<file path="src/rtl/if_fetch_unit.sv">
// if_fetch_unit: instruction-fetch stage feeding the IF/ID register.
// Owns the fetch PC, keeps one instruction-memory request outstanding,
// holds a response across a stall and discards responses made stale by a redirect.
// Optional feature macro: FETCH_STATS_EN adds fetch/stall counters.
module if_fetch_unit #(
    parameter logic [31:0] RESET_PC = 32'h0000_0000,
    parameter logic [31:0] NOP_INS  = 32'h0000_0000
) (
    input  logic        clk,
    input  logic        reset_in,
    input  logic        pc_write_in,
    input  logic        redirect_in,
    input  logic [31:0] redirect_pc_in,
    output logic        imem_req_out,
    output logic [31:0] imem_addr_out,
    input  logic        imem_ready_in,
    input  logic [31:0] imem_data_in,
    output logic [31:0] Ins_out,
    output logic [31:0] PC_out,
`ifdef FETCH_STATS_EN
    output logic [31:0] fetch_count_out,
    output logic [31:0] stall_count_out,
`endif
    output logic        valid_out
);

    typedef enum logic [1:0] {FETCH, HOLD, DROP} state_t;

    state_t      state, state_nxt;
    logic [31:0] fetch_pc, fetch_pc_nxt;
    logic [31:0] buf_ins, buf_ins_nxt;
    logic [31:0] redir_pc, redir_pc_nxt;
    logic [31:0] redir_tgt;

    // Targets are word aligned; the low two bits of the request are ignored.
    assign redir_tgt = redirect_pc_in & ~32'h3;

    // State and datapath registers.
    always_ff @(posedge clk or posedge reset_in) begin
        if (reset_in) begin
            state    <= FETCH;
            fetch_pc <= RESET_PC;
            buf_ins  <= 32'h0;
            redir_pc <= 32'h0;
        end else begin
            state    <= state_nxt;
            fetch_pc <= fetch_pc_nxt;
            buf_ins  <= buf_ins_nxt;
            redir_pc <= redir_pc_nxt;
        end
    end

    // Next-state and output decode; redirect always wins over pc_write_in.
    always_comb begin
        state_nxt     = state;
        fetch_pc_nxt  = fetch_pc;
        buf_ins_nxt   = buf_ins;
        redir_pc_nxt  = redir_pc;
        imem_req_out  = 1'b0;
        imem_addr_out = fetch_pc;
        Ins_out       = NOP_INS;
        valid_out     = 1'b0;
        PC_out        = fetch_pc + 32'd4;
        case (state)
            FETCH: begin
                imem_req_out = 1'b1;
                if (imem_ready_in) begin
                    Ins_out   = imem_data_in;
                    valid_out = 1'b1;
                end
                if (redirect_in && imem_ready_in) begin
                    fetch_pc_nxt = redir_tgt;
                end else if (redirect_in) begin
                    redir_pc_nxt = redir_tgt;
                    state_nxt    = DROP;
                end else if (imem_ready_in && pc_write_in) begin
                    fetch_pc_nxt = fetch_pc + 32'd4;
                end else if (imem_ready_in) begin
                    buf_ins_nxt = imem_data_in;
                    state_nxt   = HOLD;
                end
            end
            HOLD: begin
                Ins_out   = buf_ins;
                valid_out = 1'b1;
                if (redirect_in) begin
                    fetch_pc_nxt = redir_tgt;
                    state_nxt    = FETCH;
                end else if (pc_write_in) begin
                    fetch_pc_nxt = fetch_pc + 32'd4;
                    state_nxt    = FETCH;
                end
            end
            DROP: begin
                // Stale address stays on the bus until the old request completes.
                imem_req_out = 1'b1;
                PC_out       = redir_pc + 32'd4;
                if (redirect_in) redir_pc_nxt = redir_tgt;
                if (imem_ready_in) begin
                    fetch_pc_nxt = redirect_in ? redir_tgt : redir_pc;
                    state_nxt    = FETCH;
                end
            end
            default: state_nxt = FETCH;
        endcase
        // Reset abandons any request immediately and parks the outputs.
        if (reset_in) begin
            imem_req_out  = 1'b0;
            valid_out     = 1'b0;
            Ins_out       = NOP_INS;
            PC_out        = RESET_PC + 32'd4;
            imem_addr_out = RESET_PC;
        end
    end

`ifdef FETCH_STATS_EN
    // Delivered-instruction and memory-wait counters, wrapping at 2^32.
    always_ff @(posedge clk or posedge reset_in) begin
        if (reset_in) begin
            fetch_count_out <= 32'h0;
            stall_count_out <= 32'h0;
        end else begin
            if (valid_out && pc_write_in && !redirect_in)
                fetch_count_out <= fetch_count_out + 32'd1;
            if (imem_req_out && !imem_ready_in)
                stall_count_out <= stall_count_out + 32'd1;
        end
    end
`endif

endmodule
</file>
<file path="config.mk">
export PLATFORM = sky130hd
export DESIGN_NAME = if_fetch_unit
export DESIGN_NICKNAME = d
export VERILOG_FILES = /design/src/rtl/if_fetch_unit.sv
export SDC_FILE = /design/constraint.sdc
export NUM_CORES = 1
export LEC_CHECK = 0
export CAP_MARGIN = 25
export CORE_MARGIN = 4
export CORE_UTILIZATION = 56
export DETAILED_ROUTE_END_ITERATION = 8
export PLACE_DENSITY = 0.87
export SLEW_MARGIN = 20
export SYNTH_ARGS = -nofsm -noshare
export SYNTH_HDL_FRONTEND = slang
export SYNTH_SLANG_ARGS = --single-unit
export TNS_END_PERCENT = 30
</file>
<file path="constraint.sdc">
create_clock -name clk -period 11.4 [get_ports clk]
set_clock_uncertainty 0.05 [all_clocks]
set_input_delay 1.14 -clock clk [delete_from_list [all_inputs] [get_ports clk]]
set_output_delay 1.14 -clock clk [all_outputs]
set_load 0.1 [all_outputs]
</file>
==> qor.csv, run 1 <==
stage,metric,value,unit
status,status,"complete, but fails checks",
status,violations in the final reports,DRC,
global_route,pin count of the biggest net entering global routing,74,
worst_setup_path,number of buffers and inverters on the critical path,5,
timing,worst-margin pin slew,1.12,ns
synth,synthesized netlist net count,969,
global_route,initial antenna violation count,0,
die,Core Footprint,13200,um2
synth,Netlist Area Pre-Place,7560,um2
worst_setup_path,critical-path cell with the highest stage delay,sky130_fd_sc_hd__clkdlybuf4s50_1,
routing,mean routed wirelength per cell,21.5,um
synth,area share of the largest cell type after synthesis,32.5,%
die,x dimension of the die,124,um
worst_setup_path,capturing point of the worst reg2reg path,fetch_pc[26],
die,I/O pin total,167,
final_layout,synthesis-to-finish area growth,25.4,%
worst_setup_path,Crit path max-delay family,buffers and inverters,
synth,Synth area leader,sky130_fd_sc_hd__dfrtp_1,
timing,maximum clock rate,172,MHz
hold_path,hold crit path type,reg -> reg,
timing,aggregate negative setup slack,0,ns
routing,detail-routed via count per cell,6.68,
final_layout,combined area of the multi-input logic cells,4690,um2
clock_tree,H-tree levels,3,
worst_setup_path,cell repeated most along the worst path,sky130_fd_sc_hd__buf_4,
placed_design,estimated wirelength of the detail-placed design,17200,um
synth,synth top area cells,"sky130_fd_sc_hd__dfrtp_1, sky130_fd_sc_hd__mux2_2, sky130_fd_sc_hd__nor2_1, sky130_fd_sc_hd__a22oi_1, sky130_fd_sc_hd__o21ai_0",
clock_tree,Resized Gates After CTS,0,
clock_tree,total CTS buffers,9,
clock_tree,clock input transition at the sequential cells of the worst setup and hold paths,0.07,ns
synth,number of warning messages in the yosys log,0,
worst_setup_path,Worst Setup End Kind,output port,
worst_setup_path,worst reg2reg startpoint,state[0],
routing,total wire length,25400,um
timing,Hold Fails Final Rpt,0,
global_route,sum of overflow across all layers after global routing,0,
synth,asr flop ratio synth,100,%
clock_tree,TritonCTS clock tree,built,
global_route,via count of the first global-routing pass,7655,
final_layout,filler instances,1069,
power_and_ir_drop,worst vdd ir,197,uV
die,floorplan row count,42,
final_layout,post-layout instance area,9480,um2
timing,worst max-slew margin expressed relative to the limit,25.1,%
run,Max-cap violations,0,
die,die height,124,um
placed_design,routability-driven placement congestion ratio,1.01,
timing,final number of setup-violating endpoints,0,
worst_setup_path,Worst Setup Path Type,in -> out,
die,area of the die,15400,um2
final_layout,ratio of cells with drive above 1 in the final layout,11.4,%
final_layout,Sequential cell area,2450,um2
timing,worst setup margin,5.58,ns
timing,unrepaired setup endpoints after global routing,false,
placed_design,"worst slack, placed",5.57,ns
synth,list of most frequent post-synthesis cells,"sky130_fd_sc_hd__dfrtp_1, sky130_fd_sc_hd__nor2_1, sky130_fd_sc_hd__mux2_2, sky130_fd_sc_hd__nand2_1, sky130_fd_sc_hd__clkbuf_1",
clock_tree,buffer type at the clock tree root,sky130_fd_sc_hd__clkbuf_16,
timing,Max Slew Vio Count,0,
synth,portion of the post-synthesis area used by sequential elements,32.5,%
global_route,GRT Overall Usage,33.4,%
worst_setup_path,cells along the critical path,"buf_2, buf_4, inv_4, buf_4, nand2_1, o21ai_0, clkdlybuf4s50_1",
worst_setup_path,Slowest Stage Delay on Critical Path,1.18,ns
timing,final worst path period need,5.82,ns
die,initial core utilization,57.1,%
worst_setup_path,Critical Path End,PC_out[31],
final_layout,antenna cell count,0,
routing,number of detailed-routing iterations run before antenna repair,8,
placed_design,count of input and output buffers,164,
synth,post-synthesis average cell area,8.44,um2
routing,number of design-rule violations left by the first detailed-router iteration,1105,
worst_setup_path,arrival time at the worst endpoint,4.63,ns
synth,library cells used by synthesis,68,
clock_tree,maximum root-to-sink buffer count,2,
power_and_ir_drop,total power density per cell area,322,nW/um2
clock_tree,number of setup buffers added after CTS,0,
synth,number of synthesized flops with an enable pin,0,
synth,Yosys reg bits,98,
synth,most common flop cell mapped by yosys,sky130_fd_sc_hd__dfrtp_1,
placed_design,Post-Place Cell Area,9180,um2
routing,Post-DRT Antenna Nets,0,
final_layout,fin nets,1074,
worst_setup_path,cell depth of the worst setup path,7,
timing,share of the clock period used by the worst path after layout,51.0,%
worst_setup_path,WP data required,10.21,ns
worst_setup_path,Worst setup startpoint,reset_in,
synth,leading cell type by number of instances after synthesis,sky130_fd_sc_hd__dfrtp_1,
power_and_ir_drop,standby leakage power,0.00356,uW
routing,DRC Markers,1,
worst_setup_path,Setup crit start kind,input port,
worst_setup_path,worst-path maximum fanout,62,
worst_setup_path,R2R Setup Slk,8.08,ns
power_and_ir_drop,post-route total power,3050,uW
global_route,wire length of the first global-routing pass,40000,um
clock_tree,insertion delay to the later sink of the worst-skew pair,0.36,ns
routing,via count,7893,
clock_tree,count of hold buffers inserted by post-cts repair,0,
clock_tree,CTS sink cnt,98,
worst_setup_path,R2R depth,9,
final_layout,share of the core filled with cells,71.6,%
synth,post-synthesis cell count,895,
[worst min-delay path by stage]
| stage | from | end | slack (ns) | depth (start not counted) |
|---|---|---|---|---|
| 2_1_floorplan | redir_pc[0] | redir_pc[0] | 0.43 | 1 |
| 3_3_place_gp | buf_ins[11] | buf_ins[11] | 0.44 | 1 |
| 3_5_place_dp | buf_ins[2] | buf_ins[2] | 0.45 | 1 |
| 4_1_cts | buf_ins[14] | buf_ins[14] | 0.46 | 1 |
| 5_1_grt | buf_ins[3] | buf_ins[3] | 0.48 | 1 |
| 6_report | buf_ins[12] | buf_ins[12] | 0.46 | 1 |
[stage by stage]
stage	hold WS, ns	instances
floorplan	0.426	895
global placement	0.440	1162
detailed placement	0.447	1164
CTS	0.463	1180
global route	0.478	1181
finish	0.463	1181
[registers in the layout (all words and copies together) (netlist names)]
| register | flops |
|---|---|
| buf_ins | 32 |
| fetch_pc | 32 |
| state | 2 |
| redir_pc | 32 |
[worst register-to-register path, cell delays in order (launching register included)]
cell and delay (ns):
sky130_fd_sc_hd__dfrtp_1 0.40, sky130_fd_sc_hd__inv_1 0.09, sky130_fd_sc_hd__ha_1 0.28, sky130_fd_sc_hd__buf_4 0.40
sky130_fd_sc_hd__nor2b_1 0.31, sky130_fd_sc_hd__o221ai_2 0.12, sky130_fd_sc_hd__buf_4 0.27, sky130_fd_sc_hd__nor2_1 0.85
sky130_fd_sc_hd__o21ai_0 0.24, sky130_fd_sc_hd__o2111a_1 0.21
[power breakdown]
group | internal (uW) | switching, uW | total, uW
Sequential | 513 | 226 | 739
Clock | 153 | 152 | 305
Combinational | 607 | 1400 | 2010
Total | 1270 | 1780 | 3050
[layout by cell type (no fill, tap or decap), drive strengths merged, types with 14 or more instances in the layout]
cell type	synthesis	final
a211oi	19	19
a21oi	33	33
a221oi	21	21
a22oi	42	42
buf	38	16
clkdlybuf4s50	0	163
dfrtp	98	98
inv	18	23
mux2	63	63
mux2i	14	14
nand2	59	59
nand3	37	37
nand4	22	22
nor2	95	95
nor2b	29	29
nor3	29	29
nor4	14	14
o21ai	45	45
xnor2	22	22
xor2	20	20
[per-layer routing]
layer | routed length (um) | track usage, % | vias up
met5 | 0 | 0 | -
met4 | 988 | 12.9 | 0
met3 | 3320 | 10.8 | 97
met2 | 11200 | 50.1 | 585
met1 | 9910 | 44.9 | 3673
li1 | - | - | 3538
[area by class of cell]
class | count | share of cell area, %
repair buffers | 179 | 18.6
clock inverters | 7 | 0.621
multi-input cells | 693 | 49.4
flip-flops and latches | 98 | 25.9
well taps | 176 | 2.32
inverters | 19 | 0.779
clock buffers | 9 | 2.38
[kinds of logic after synthesis]
group / synth area share [%]
and+or+nand+nor: 22.6
AOI/OAI and AO/OA: 22.1
buffers and inverters: 5.88
DFF: 32.5
muxes: 11.2
xor gates and xnor gates: 4.87
adders and majority gates: 0.828
(Power assumes the default switching activity.)
==> run 2, diff against run 1 <==
- CORE_UTILIZATION: 56 -> 52
- PLACE_DENSITY: 0.87 -> 0.82
- clock period: 11.4 -> 6.1 ns (I/O delays scaled with it)
==> qor.csv, run 2 (synthesis results as in run 1) <==
stage,metric,value,unit,change
placed_design,count of input and output buffers,164,,unchanged
global_route,pin count of the biggest net entering global routing,73,,was 74
die,I/O pin total,167,,unchanged
final_layout,filler instances,1169,,was 1069
worst_setup_path,Worst Setup End Kind,output port,,unchanged
power_and_ir_drop,clock share of power,10.5,%,was 10.0%
timing,final worst path period need,4.70,ns,
timing,share of the clock period used by the worst path after layout,77.0,%,
final_layout,highest-count cells in the layout ignoring fill and taps,"sky130_fd_sc_hd__clkdlybuf4s50_1, sky130_fd_sc_hd__dfrtp_1, sky130_fd_sc_hd__nor2_1, sky130_fd_sc_hd__mux2_2, sky130_fd_sc_hd__nand2_1",,unchanged
global_route,wire length of the first global-routing pass,40200,um,was 40000 um
routing,detail-routed via count per cell,6.66,,was 6.68
clock_tree,CTS sink cnt,98,,unchanged
global_route,sum of overflow across all layers after global routing,0,,unchanged
power_and_ir_drop,relative contribution of combinational cells to total power,65.3,%,was 65.8%
power_and_ir_drop,Net Sw Power,3280,uW,was 1780 uW
routing,number of design-rule violations left by the first detailed-router iteration,1143,,was 1105
clock_tree,clock input transition at the sequential cells of the worst setup and hold paths,0.07,ns,about the same
die,die height,129,um,was 124 um
power_and_ir_drop,Power Internal,2440,uW,was 1270 uW
die,initial core utilization,53.8,%,was 57.1%
status,status,completed,,"was complete, but fails checks"
routing,Post-DRT Antenna Nets,0,,unchanged
worst_setup_path,worst-path maximum fanout,12,,was 62
clock_tree,number of setup buffers added after CTS,0,,unchanged
die,Core Footprint,14000,um2,was 13200 um2
global_route,initial antenna violation count,0,,unchanged
placed_design,routability-driven placement congestion ratio,0.964,,was 1.01
power_and_ir_drop,sw frac,57.4,%,was 58.3%
routing,mean routed wirelength per cell,21.4,um,was 21.5 um
power_and_ir_drop,worst vdd ir,346,uV,was 197 uV
clock_tree,count of hold buffers inserted by post-cts repair,0,,unchanged
clock_tree,H-tree levels,3,,unchanged
worst_setup_path,critical-path cell with the highest stage delay,sky130_fd_sc_hd__clkdlybuf4s50_1,,unchanged
worst_setup_path,Worst Setup Path Type,reg -> out,,was in -> out
final_layout,antenna cell count,0,,unchanged
die,x dimension of the die,129,um,was 124 um
timing,final number of setup-violating endpoints,0,,unchanged
timing,worst-margin pin slew,1.13,ns,was 1.12 ns
clock_tree,Resized Gates After CTS,0,,unchanged
power_and_ir_drop,share of total power in sequential cells,24.2,%,about the same
clock_tree,total CTS buffers,9,,unchanged
final_layout,synthesis-to-finish area growth,25.9,%,was 25.4%
worst_setup_path,Slowest Stage Delay on Critical Path,1.20,ns,was 1.18 ns
clock_tree,buffer type at the clock tree root,sky130_fd_sc_hd__clkbuf_16,,unchanged
global_route,GRT Overall Usage,30.3,%,was 33.4%
final_layout,largest registers ranked by flip-flop count,"buf_ins: 32 flops, fetch_pc: 32 flops, redir_pc: 32 flops",,unchanged
placed_design,estimated wirelength of the detail-placed design,17200,um,about the same
timing,worst setup margin,1.40,ns,was 5.58 ns
routing,total wire length,25300,um,was 25400 um
power_and_ir_drop,standby leakage power,0.00357,uW,was 0.00356 uW
clock_tree,TritonCTS clock tree,built,,unchanged
worst_setup_path,number of buffers and inverters on the critical path,1,,was 5
routing,number of detailed-routing iterations run before antenna repair,6,,was 8
timing,unrepaired setup endpoints after global routing,false,,unchanged
run,Max-cap violations,0,,unchanged
worst_setup_path,Crit path max-delay family,simple AND/OR/NAND/NOR gates,,was buffers and inverters
final_layout,fin nets,1076,,was 1074
global_route,via count of the first global-routing pass,7607,,was 7655
timing,Hold Fails Final Rpt,0,,unchanged
final_layout,most frequent standard cell in the layout excluding fill and tap cells,sky130_fd_sc_hd__clkdlybuf4s50_1,,unchanged
routing,DRC Markers,0,,was 1
power_and_ir_drop,total power density per cell area,601,nW/um2,was 322 nW/um2
timing,maximum clock rate,213,MHz,
placed_design,"worst slack, placed",1.59,ns,was 5.57 ns
worst_setup_path,cells along the critical path,"and4_1, nand4_1, nor4_1, o31ai_1, a21oi_1, clkdlybuf4s50_1",,"was buf_2, buf_4, inv_4, buf_4, nand2_1, o21ai_0, clkdlybuf4s50_1"
final_layout,ratio of cells with drive above 1 in the final layout,11.5,%,was 11.4%
timing,worst max-slew margin expressed relative to the limit,24.7,%,was 25.1%
die,area of the die,16500,um2,was 15400 um2
worst_setup_path,WP data required,5.44,ns,was 10.21 ns
timing,Max Slew Vio Count,0,,unchanged
clock_tree,maximum root-to-sink buffer count,2,,unchanged
hold_path,hold crit path type,reg -> reg,,unchanged
timing,aggregate negative setup slack,0,ns,unchanged
clock_tree,insertion delay to the later sink of the worst-skew pair,0.36,ns,about the same
die,floorplan row count,43,,was 42
worst_setup_path,arrival time at the worst endpoint,4.04,ns,was 4.63 ns
routing,via count,7900,,was 7893
worst_setup_path,Setup crit start kind,flip-flop,,was input port
[run 2: cell type report]
class | count | area [um2] | area share [%]
multi-input cells | 693 | 4690 | 49.2
repair buffers | 181 | 1780 | 18.7
clock inverters | 4 | 51.3 | 0.539
flip-flops and latches | 98 | 2450 | 25.8
inverters | 19 | 73.8 | 0.776
clock buffers | 11 | 253 | 2.66
well taps | 180 | 225 | 2.37
[run 2: power groups by stage]
stage / Sequential [uW] / Combinational [uW] / Clock, uW
detailed placement: 1370 / 3680 / 0
floorplan: 1190 / 2960 / 0
CTS: 1360 / 3700 / 605
global route: 1430 / 3940 / 633
finish: 1380 / 3740 / 602
global placement: 1350 / 3630 / 0
[run 2: final timing paths]
path | end | slack, ns | cells after the start | from
worst max-delay path | PC_out[21] | 1.40 | 6 | fetch_pc[8]
worst min-delay path | buf_ins[14] | 0.46 | 1 | buf_ins[14]
worst max register to register | redir_pc[3] | 2.66 | 6 | state[0]
max in group asynchronous | state[0] | 4.34 | 4 | reset_in
worst min register to register | buf_ins[14] | 0.46 | 1 | buf_ins[14]
min in group asynchronous | buf_ins[20] | 0.83 | 3 | reset_in
[run 2: metrics by stage]
step | util [%] | cell area (um2) | cells | total power, uW | hold slack, ns
finish | 67.8 | 9520 | 1186 | 5720 | 0.462
CTS | 67.7 | 9500 | 1185 | 5660 | 0.467
global placement | 65.4 | 9190 | 1169 | 4980 | 0.440
detailed placement | 65.5 | 9200 | 1170 | 5050 | 0.451
floorplan | - | 7560 | 895 | 4150 | 0.426
global route | 67.8 | 9520 | 1186 | 6000 | 0.482
[run 2: worst register-to-register path, delay by kind of cell, from the launching register on]
kind / cells / cell delay, ns
DFF: 1 / 0.41
buffers and inverters: 2 / 0.72
adders and majority gates: 1 / 0.77
and+or+nand+nor: 1 / 0.55
muxes: 2 / 0.83
[run 2: layer usage]
metal	share of wire, %	GRT usage (%)	vias to the layer above	wire length (um)
li1	-	-	3540	-
met1	40	40.4	3710	10000
met4	3.5	11.7	0	879
met5	0	0	-	0
met3	13	10.2	93	3200
met2	44	45.9	557	11200
==> run 3, diff against run 2 <==
- CORE_UTILIZATION: 52 -> 47
- PLACE_DENSITY: 0.82 -> 0.78
- clock period: 6.1 -> 4.15 ns (I/O delays scaled with it)
==> qor.csv, run 3 (synthesis results as in run 1) <==
stage,metric,value,unit,change
power_and_ir_drop,total power density per cell area,865,nW/um2,was 601 nW/um2
worst_setup_path,Crit path max-delay family,simple AND/OR/NAND/NOR gates,,unchanged
worst_setup_path,number of buffers and inverters on the critical path,2,,was 1
worst_setup_path,worst reg2reg startpoint,state[0],,unchanged
placed_design,routability-driven placement congestion ratio,0.958,,was 0.964
worst_setup_path,arrival time at the worst endpoint,3.02,ns,was 4.04 ns
clock_tree,CTS sink cnt,98,,unchanged
final_layout,filler instances,1358,,was 1169
placed_design,count of input and output buffers,164,,unchanged
timing,Hold Fails Final Rpt,0,,unchanged
global_route,pin count of the biggest net entering global routing,111,,was 73
worst_setup_path,worst-path maximum fanout,9,,was 12
global_route,via count of the first global-routing pass,7362,,was 7607
worst_setup_path,Setup crit start kind,flip-flop,,unchanged
worst_setup_path,WP data required,3.68,ns,was 5.44 ns
timing,unrepaired setup endpoints after global routing,false,,unchanged
final_layout,ratio of cells with drive above 1 in the final layout,18.9,%,was 11.5%
timing,final worst path period need,3.49,ns,
final_layout,most frequent standard cell in the layout excluding fill and tap cells,sky130_fd_sc_hd__clkdlybuf4s50_1,,unchanged
worst_setup_path,cell depth of the worst setup path,7,,was 6
die,floorplan row count,46,,was 43
worst_setup_path,Worst setup startpoint,fetch_pc[2],,was fetch_pc[8]
clock_tree,total CTS buffers,9,,unchanged
global_route,initial antenna violation count,0,,unchanged
final_layout,highest-count cells in the layout ignoring fill and taps,"sky130_fd_sc_hd__clkdlybuf4s50_1, sky130_fd_sc_hd__dfrtp_1, sky130_fd_sc_hd__nor2_1, sky130_fd_sc_hd__mux2_2, sky130_fd_sc_hd__nand2_1",,unchanged
global_route,GRT Overall Usage,28.1,%,was 30.3%
final_layout,number of standard cells in the final layout excluding fillers,1232,,was 1186
hold_path,hold crit path type,reg -> reg,,unchanged
die,area of the die,18200,um2,was 16500 um2
worst_setup_path,R2R depth,8,,was 6
die,initial core utilization,47.7,%,was 53.8%
final_layout,combined area of the multi-input logic cells,4720,um2,was 4690 um2
routing,detail-routed via count per cell,6.38,,was 6.66
clock_tree,number of setup buffers added after CTS,0,,unchanged
die,x dimension of the die,135,um,was 129 um
routing,via count,7854,,was 7900
timing,worst hold slack after final layout,0.461,ns,was 0.462 ns
final_layout,largest registers ranked by flip-flop count,"buf_ins: 32 flops, fetch_pc: 32 flops, redir_pc: 32 flops",,unchanged
clock_tree,insertion delay to the later sink of the worst-skew pair,0.35,ns,was 0.36 ns
timing,share of the clock period used by the worst path after layout,84.0,%,
clock_tree,maximum root-to-sink buffer count,2,,unchanged
worst_setup_path,cells along the critical path,"ha_1, inv_1, nor4_1, and3_1, o21bai_1, nand2_1, buf_4",,"was and4_1, nand4_1, nor4_1, o31ai_1, a21oi_1, clkdlybuf4s50_1"
timing,maximum clock rate,287,MHz,
routing,mean routed wirelength per cell,21.0,um,was 21.4 um
global_route,wire length of the first global-routing pass,40600,um,was 40200 um
final_layout,Sequential cell area,2450,um2,unchanged
routing,number of detailed-routing iterations run before antenna repair,6,,unchanged
final_layout,synthesis-to-finish area growth,31.0,%,was 25.9%
status,status,completed,,unchanged
timing,final number of setup-violating endpoints,0,,unchanged
global_route,sum of overflow across all layers after global routing,0,,unchanged
timing,Max Slew Vio Count,0,,unchanged
routing,Post-DRT Antenna Nets,0,,unchanged
worst_setup_path,Critical Path End,PC_out[30],,was PC_out[21]
die,I/O pin total,167,,unchanged
clock_tree,Resized Gates After CTS,0,,unchanged
clock_tree,TritonCTS clock tree,built,,unchanged
timing,worst max-slew margin expressed relative to the limit,31.6,%,was 24.7%
routing,total wire length,25900,um,was 25300 um
worst_setup_path,Worst Setup Path Type,reg -> out,,unchanged
worst_setup_path,R2R Setup Slk,1.07,ns,was 2.66 ns
clock_tree,clock input transition at the sequential cells of the worst setup and hold paths,0.07,ns,about the same
placed_design,"number of placed instances, taps included",1216,,was 1170
worst_setup_path,Worst Setup End Kind,output port,,unchanged
placed_design,estimated wirelength of the detail-placed design,18300,um,was 17200 um
final_layout,fin nets,1085,,was 1076
clock_tree,count of hold buffers inserted by post-cts repair,0,,unchanged
worst_setup_path,capturing point of the worst reg2reg path,fetch_pc[14],,was redir_pc[3]
power_and_ir_drop,worst vdd ir,458,uV,was 346 uV
worst_setup_path,Slowest Stage Delay on Critical Path,0.86,ns,was 1.20 ns
die,Core Footprint,15800,um2,was 14000 um2
clock_tree,H-tree levels,3,,unchanged
die,die height,135,um,was 129 um
final_layout,antenna cell count,0,,unchanged
timing,worst-margin pin slew,1.02,ns,was 1.13 ns
routing,number of design-rule violations left by the first detailed-router iteration,1161,,was 1143
run,Max-cap violations,0,,unchanged
power_and_ir_drop,standby leakage power,0.00381,uW,was 0.00357 uW
routing,DRC Markers,0,,unchanged
clock_tree,buffer type at the clock tree root,sky130_fd_sc_hd__clkbuf_16,,unchanged
worst_setup_path,critical-path cell with the highest stage delay,sky130_fd_sc_hd__nor4_1,,was sky130_fd_sc_hd__clkdlybuf4s50_1
[run 3: worst reg2reg max path, cell delays in order, from the launching register on]
cell and delay, ns:
sky130_fd_sc_hd__dfrtp_1 0.42, sky130_fd_sc_hd__inv_1 0.12, sky130_fd_sc_hd__ha_2 0.66, sky130_fd_sc_hd__nor2b_1 0.78, sky130_fd_sc_hd__buf_4 0.36, sky130_fd_sc_hd__a22oi_1 0.12
sky130_fd_sc_hd__nand3_1 0.12, sky130_fd_sc_hd__o21ai_0 0.10, sky130_fd_sc_hd__a221oi_1 0.26
[run 3: routing by layer]
metal  routed length (um)  global-route usage (%)
met1                10200                    36.9
met2                11600                    43.6
met3                 3370                    9.17
met5                    0                       0
met4                  712                    9.90
[run 3: worst min path at each step]
stage                           start           to  slack [ns]  cells after the start
after floorplan           redir_pc[0]  redir_pc[0]        0.43                      1
after global placement    buf_ins[13]  buf_ins[13]        0.44                      1
after detailed placement   buf_ins[6]   buf_ins[6]        0.45                      1
after CTS                  buf_ins[6]   buf_ins[6]        0.47                      1
after global routing       buf_ins[3]   buf_ins[3]        0.47                      1
final                     buf_ins[22]  buf_ins[22]        0.46                      1
[run 3: layout make-up]
cell class / instances / share of cell area [%]
flip-flops and latches: 98 / 24.8
clock inverters: 5 / 0.392
well taps: 216 / 2.73
repair buffers: 190 / 21.2
clock buffers: 11 / 2.45
multi-input cells: 693 / 47.7
inverters: 19 / 0.746
[run 3: through the flow]
step	total power [uW]	setup TNS, ns	setup slack (ns)	utilization, %	cell area [um2]
2_1_floorplan	6120	-0.286	-0.0723	-	7580
3_3_place_gp	7570	0	1.10	60.7	9610
3_5_place_dp	7650	0	1.08	60.7	9610
4_1_cts	8490	0	0.706	62.5	9900
5_1_grt	8980	0	0.500	62.5	9900
6_report	8560	0	0.664	62.5	9900
[run 3: report_power, final]
group / switching, uW / internal [uW] / total [uW]
registers: 619 / 1410 / 2030
clock network: 395 / 427 / 822
logic: 3890 / 1820 / 5700
